[src/rtl/clk_div_pkg.sv]
// Shared helpers for the programmable clock divider: channel-index width
// and divisor clamping.
package clk_div_pkg;

  function automatic int calc_chw(input int n);
    return (n > 1) ? $clog2(n) : 1;
  endfunction

  // A zero divisor has no meaning; it is stored as the fastest legal rate.
  function automatic int unsigned clamp_div(input int unsigned d);
    return (d == 0) ? 1 : d;
  endfunction

endpackage

[src/rtl/clk_div_chan.sv]
// One divider channel: counter, active/pending divisor, divided clock and
// a toggle strobe, all registered.
module clk_div_chan
  import clk_div_pkg::*;
#(
  parameter int WIDTH     = 16,
  parameter int RESET_DIV = 100
) (
  input  logic             clk_in,
  input  logic             rst,
  input  logic             run_i,
  input  logic             upd_i,
  input  logic [WIDTH-1:0] upd_div_i,
  output logic             pend_o,
  output logic             clk_o,
  output logic             tick_o
);

  localparam logic [WIDTH-1:0] DIV_RST = WIDTH'(RESET_DIV);
  localparam logic [WIDTH-1:0] ONE     = WIDTH'(1);

  logic [WIDTH-1:0] cnt_q, cnt_d;
  logic [WIDTH-1:0] div_a_q, div_a_d;
  logic [WIDTH-1:0] div_p_q, div_p_d;
  logic             pend_q, pend_d;
  logic             clk_q, clk_d;
  logic             tick_q, tick_d;
  logic             terminal;

  assign terminal = (cnt_q == div_a_q - ONE);

  // A new divisor only takes effect on a half-period boundary (or at once
  // when stopped), so no half-period is ever cut short.
  always_comb begin
    cnt_d   = cnt_q;
    div_a_d = div_a_q;
    div_p_d = div_p_q;
    pend_d  = pend_q;
    clk_d   = clk_q;
    tick_d  = 1'b0;
    if (!run_i) begin
      cnt_d = '0;
      clk_d = 1'b0;
      if (pend_q) begin
        div_a_d = div_p_q;
        pend_d  = 1'b0;
      end
    end else if (terminal) begin
      cnt_d  = '0;
      clk_d  = ~clk_q;
      tick_d = 1'b1;
      if (pend_q) begin
        div_a_d = div_p_q;
        pend_d  = 1'b0;
      end
    end else begin
      cnt_d = cnt_q + ONE;
    end
    // Acceptance requires pend_q == 0, so it never collides with an apply.
    if (upd_i && !pend_q) begin
      div_p_d = upd_div_i;
      pend_d  = 1'b1;
    end
  end

  always_ff @(posedge clk_in or posedge rst) begin
    if (rst) begin
      cnt_q   <= '0;
      div_a_q <= DIV_RST;
      div_p_q <= DIV_RST;
      pend_q  <= 1'b0;
      clk_q   <= 1'b0;
      tick_q  <= 1'b0;
    end else begin
      cnt_q   <= cnt_d;
      div_a_q <= div_a_d;
      div_p_q <= div_p_d;
      pend_q  <= pend_d;
      clk_q   <= clk_d;
      tick_q  <= tick_d;
    end
  end

  assign pend_o = pend_q;
  assign clk_o  = clk_q;
  assign tick_o = tick_q;

endmodule

[src/rtl/prog_clk_divider.sv]
// Multi-channel programmable clock divider: config decode, ready mux and
// one independent divider instance per channel.
module prog_clk_divider
  import clk_div_pkg::*;
#(
  parameter int CHANNELS  = 4,
  parameter int WIDTH     = 16,
  parameter int RESET_DIV = 100
) (
  input  logic                            clk_in,
  input  logic                            rst,
  input  logic [CHANNELS-1:0]             run_en,
  input  logic                            cfg_valid,
  input  logic [calc_chw(CHANNELS)-1:0]   cfg_chan,
  input  logic [WIDTH-1:0]                cfg_div,
  output logic                            cfg_ready,
  output logic [CHANNELS-1:0]             clk_out,
  output logic [CHANNELS-1:0]             tick
);

  localparam int CHW = calc_chw(CHANNELS);

  logic [CHANNELS-1:0] pend;
  logic [CHANNELS-1:0] upd;
  logic [WIDTH-1:0]    div_clamped;

  assign div_clamped = WIDTH'(clamp_div(32'(cfg_div)));

  // Handshake: an update transfers when cfg_valid && cfg_ready; an index
  // beyond the last channel always reads ready and is dropped.
  always_comb begin
    cfg_ready = 1'b1;
    upd       = '0;
    for (int i = 0; i < CHANNELS; i++) begin
      if (cfg_chan == CHW'(i)) begin
        cfg_ready = ~pend[i];
        upd[i]    = cfg_valid & ~pend[i];
      end
    end
  end

  for (genvar g = 0; g < CHANNELS; g++) begin : g_chan
    clk_div_chan #(
      .WIDTH     (WIDTH),
      .RESET_DIV (RESET_DIV)
    ) u_chan (
      .clk_in    (clk_in),
      .rst       (rst),
      .run_i     (run_en[g]),
      .upd_i     (upd[g]),
      .upd_div_i (div_clamped),
      .pend_o    (pend[g]),
      .clk_o     (clk_out[g]),
      .tick_o    (tick[g])
    );
  end

endmodule

[config.mk]
export PLATFORM = sky130hd
export DESIGN_NAME = prog_clk_divider
export DESIGN_NICKNAME = d
export VERILOG_FILES = /design/src/rtl/clk_div_pkg.sv /design/src/rtl/clk_div_chan.sv /design/src/rtl/prog_clk_divider.sv
export SDC_FILE = /design/constraint.sdc
export NUM_CORES = 1
export LEC_CHECK = 0
export CAP_MARGIN = 15
export CORE_UTILIZATION = 65
export DETAILED_ROUTE_END_ITERATION = 12
export PLACE_DENSITY_LB_ADDON = 0.08
export SLEW_MARGIN = 20
export SYNTH_ARGS = -nofsm -noshare
export SYNTH_HDL_FRONTEND = slang
export SYNTH_SLANG_ARGS = --single-unit
[constraint.sdc]
create_clock -name clk_in -period 24.3 [get_ports clk_in]
set_input_delay 7.29 -clock clk_in [delete_from_list [all_inputs] [get_ports clk_in]]
set_output_delay 7.29 -clock clk_in [all_outputs]
set_load 0.02 [all_outputs]
# After elaboration in Yosys (flattened, before gate mapping)
# Index checks and enable logic that the tools add are counted.
[op_classes]
addsub = 8
eq_ne = 15
mux = 57
n_bitwise = 12
reduce_logical = 10
[op_table]
columns = ["cell", "count"]
rows = [
  ["16-bit 2-to-1 mux", 21],
  ["16-bit by 1-bit adder with 16-bit output, second input constant", 4],
  ["16-bit equality test", 4],
  ["16-bit by 1-bit subtractor with 16-bit output, second input constant", 4],
  ["1-bit 2-to-1 mux", 36],
  ["16-bit zero test", 1],
  ["3-bit by 1-bit inequality test with 1-bit output, second input constant", 4],
  ["2-bit by 1-bit inequality test with 1-bit output, second input constant", 4],
  ["1-bit inverter", 8],
  ["1-bit AND", 4],
  ["2-bit equality test, second input constant", 2],
  ["1-bit logical AND", 4],
  ["1-bit zero test", 4],
  ["2-bit by 1-bit equality test with 1-bit output, second input constant", 1],
  ["2-bit zero test", 1],
]
[totals]
ff_bits = 204
inputBits = 25
wordCells = 126

# Depth between registers and ports, before layout
[depth]
ltp_word = 5
depth_mapped = 13
depth_no_buf = 9

# Cells and area by module
# Synthesis repeated with hierarchy kept, for this count alone.
[hier_totals]
hier_cells = 1235
hier_area_um2 = 11932.7
[modules_own_cells]
columns = ["mod", "n_inst", "cells_per_inst", "area_per_inst_um2", "seq_area_each_um2"]
rows = [
  ["clk_div_chan (g_chan[1].u_chan ...)", 2, 302, 2972.9, 1283.7],
  ["clk_div_chan (g_chan[0].u_chan)", 1, 303, 2919.0, 1283.7],
  ["clk_div_chan (g_chan[3].u_chan)", 1, 301, 2914.0, 1283.7],
  ["prog_clk_divider", 1, 27, 153.9, 0.0],
]

# Least setup slack after synthesis
# Ideal clock, no wire load.
[synth_path]
kind = "input -> output"
start = "input cfg_chan[0]"
end = "output cfg_ready"
arrival_ns = 7.908
t_required_ns = 17.010
setup_slack_ns = 9.102
cell_stages = 2
path_cell_list = "mux4_2 -> inv_1"
[synth_between]
elab_chain_len = 5
word_cells_on_any_way = 8
[synth_lines]
columns = ["item", "line", "text"]
rows = [
  ["start, declared", "prog_clk_divider.sv:14", "input logic [calc_chw(CHANNELS)-1:0] cfg_chan,"],
  ["2-bit zero test", "prog_clk_divider.sv:35", "if (cfg_chan == CHW'(i)) begin"],
  ["1-bit 2-to-1 mux (3 in series)", "prog_clk_divider.sv:35", ""],
  ["1-bit 2-to-1 mux *", "prog_clk_divider.sv:35", ""],
  ["end, declared", "prog_clk_divider.sv:16", "output logic cfg_ready,"],
]
# Every way passes the cells marked *; elsewhere a longest branch is shown, timed or not.

# Worst setup path in the final report
# Ends and elaborated chain as after synthesis.

==> metrics.cfg <==
[cts]
cts_htree_levels=1
cts_sinks=204
clock_latency_ps=510
cts_setup_buffers=0
cts_buffer_depth=3
clk_pin_slew_ps=60
ctsHoldBuffers=0
root_buffer=clkbuf_16
ctsResizeCount=0
numCtsBuffers=23
cts_tree=built

[layout]
final_cell_mix=dfrtp_1, nor2_1, nand2_1, mux2_2, xnor2_1
nets=1161
drive_above_1_share_pct=17.0
fin_area_mm2=0.0127
final_common_cell=dfrtp_1
area_growth_pct=9.90
antennaDiodeCount=0

[floorplan]
rows=48
core_area_mm2=0.0174
fp.dieH_um=135
die_w_um=135
die_area_mm2=0.0183
start_util_pct=66.7
ios=34

[drt]
wl_um=25000
wire_per_inst_um=18.3
drtPass1Iterations=5
via_per_inst=6.29
drt_iter0_drc=545
ant_nets=0
drc=0
vias=8607

[logic_synthesis]
ys_ff_latch=204
synth_top_cell_by_area=dfrtp_1
ys_seq_area_share_pct=44.4
ys_async_sr_fraction_pct=100
synth_edf_count=0
synth_nets=1176
ys_top_cells_by_area=dfrtp_1, mux2_2, dfstp_2
synth_cell_types=79
avgSynthCellArea_um2=10.1
yosys_warnings=0
ys.flop_type=dfrtp_1
synth_top_area_share_pct=38.9
syn_area_mm2=0.0116
syn-instance-count=1143

[setup_path]
arrival_ps=9210
worst-path-max-fanout=5
startpoint_type=primary input
critical_path.endpoint_type=output port
crit_required_ps=17010
crit_type=in -> out

[global_route]
grt_pass1_wl_um=41500
track_usage_pct=28.3
antenna_found_initial=0
grt_max_degree=120
grt_pass1_vias=8210
grt_remaining_overflow=0

[placement]
place_congestion=0.908
place_hpwl_um=16200
placedInstanceArea_mm2=0.0119
portBuffers=33

[power]
finalPower_mw=1.06
p_int_uw=735
p_clk_share_pct=34.6
p_sw_uw=321
worst_ir_drop_vdd_mv=0.0642
p_comb_share_pct=20.2
power_density_mw_per_mm2=83.1
p_leak_nw=5.04
p_sw_share_pct=30.4
p_seq_share_pct=45.3

[sta]
post-route-period-util_pct=67.9
worst_pin_slew_ps=1040
fin_hold_ws_ps=479
finalSetupViolations=0
tns_ps=0
slew_viol_final=0
slew_headroom_pct=29.8
hold_viol=0
finClkSkew_ps=7.79
rsz0062_at_grt=no
max_freq_mhz=60.6
period_needed_ps=16500

[min_path]
min_path_type=reg -> reg

[status]
outcome=completed

[flow_run]
maxCapViolCount=0

[synthesized netlist by cell type (4+ instances only)]
| cell | number |
|---|---|
| dfrtp_1 | 180 |
| nor2_1 | 86 |
| mux2_2 | 73 |
| nand2_1 | 73 |
| xnor2_1 | 68 |
| nand3_1 | 60 |
| xor2_1 | 60 |
| clkbuf_1 | 59 |
| nor3_1 | 36 |
| inv_1 | 31 |
| o21ai_0 | 29 |
| o211ai_1 | 26 |
| dfstp_2 | 24 |
| nor4_1 | 24 |
| a31oi_1 | 21 |
| nand2b_1 | 18 |
| nand4_1 | 16 |
| and3_1 | 14 |
| a21oi_1 | 13 |
| or3_1 | 13 |
| and2_1 | 12 |
| nand3b_1 | 11 |
| o311ai_0 | 11 |
| or4_1 | 11 |
| mux2_1 | 10 |
| mux2_4 | 10 |
| o211ai_2 | 10 |
| buf_4 | 9 |
| ha_1 | 8 |
| nor2b_1 | 8 |
| nor4b_1 | 8 |
| a21o_1 | 6 |
| buf_2 | 6 |
| buf_6 | 6 |
| nor3b_1 | 6 |
| buf_1 | 5 |
| a222oi_1 | 4 |
| and4_1 | 4 |
| mux2i_1 | 4 |
| o2111ai_1 | 4 |
| o21ai_1 | 4 |
| o21bai_1 | 4 |
| or3b_2 | 4 |
[flip-flops by register name (all words and copies together) (netlist names)]
| signal | flops |
|---|---|
| g_chan.u_chan.clk_o | 4 |
| g_chan.u_chan.cnt_q | 64 |
| g_chan.u_chan.div_a_q | 64 |
| g_chan.u_chan.div_p_q | 64 |
| g_chan.u_chan.pend_o | 4 |
| g_chan.u_chan.tick_o | 4 |
[kinds of logic after synthesis]
group	count (synthesis)	share of synthesized area [%]
buffers and inverters	117	4.54
AND/OR/NAND/NOR	419	19.5
AO/OA/AOI/OAI	169	11.1
multiplexers	98	9.91
flip-flops	204	44.4
XOR/XNOR	128	9.69
adder cells (fa/ha/maj)	8	0.865
[final timing paths]
check,startpoint,endpoint,slack [ps],cells past startpoint
max reg2reg,g_chan[2].u_chan.div_a_q[0]$_DFFE_PP0P_,g_chan[2].u_chan.div_a_q[4]$_DFFE_PP0P_,20190,9
max,cfg_chan[0],cfg_ready,7800,4
min,g_chan[1].u_chan.div_p_q[3]$_DFFE_PP0P_,g_chan[1].u_chan.div_a_q[3]$_DFFE_PP0P_,480,1
min reg2reg,g_chan[1].u_chan.div_p_q[3]$_DFFE_PP0P_,g_chan[1].u_chan.div_a_q[3]$_DFFE_PP0P_,480,1
max in group asynchronous,rst,g_chan[1].u_chan.div_p_q[0]$_DFFE_PP0P_,15690,3
min in group asynchronous,rst,g_chan[0].u_chan.tick_o$_DFF_PP0_,7350,2
[metrics by stage]
stage / utilization (%) / setup WS (ps) / cells
2_1_floorplan: - / 9100 / 1143
3_3_place_gp: 68.6 / 7790 / 1327
3_5_place_dp: 68.6 / 7790 / 1327
4_1_cts: 73.2 / 7790 / 1368
5_1_grt: 73.3 / 7740 / 1369
6_report: 73.3 / 7800 / 1369
[layout make-up]
class,count,area (µm²)
clock buffers,25,593
clock inverters,16,204
fillers,1271,4640
inverters,32,128
multi-input cells,822,5950
flip-flops and latches,204,5140
well taps,225,282
repair buffers,45,424
[routing by layer]
layer | global-route usage, % | share of wire (%)
met5 | 0 | 0
met4 | 9.49 | 3.0
met3 | 3.89 | 3.9
met2 | 46.1 | 47
met1 | 38.9 | 46
[power by group through the flow]
stage               Clock, mW  Sequential [mW]  Combinational [mW]
finish                  0.365            0.478               0.213
global route            0.386            0.488               0.236
CTS                     0.372            0.476               0.214
detailed placement          0            0.481               0.211
global placement            0            0.477               0.204
floorplan                   0            0.447               0.192
[worst max-delay path: stages]
cell,delay (ps)
clkdlybuf4s50_1,620
mux4_2,530
inv_1,130
clkdlybuf4s50_1,630
(Power assumes the default switching activity.)
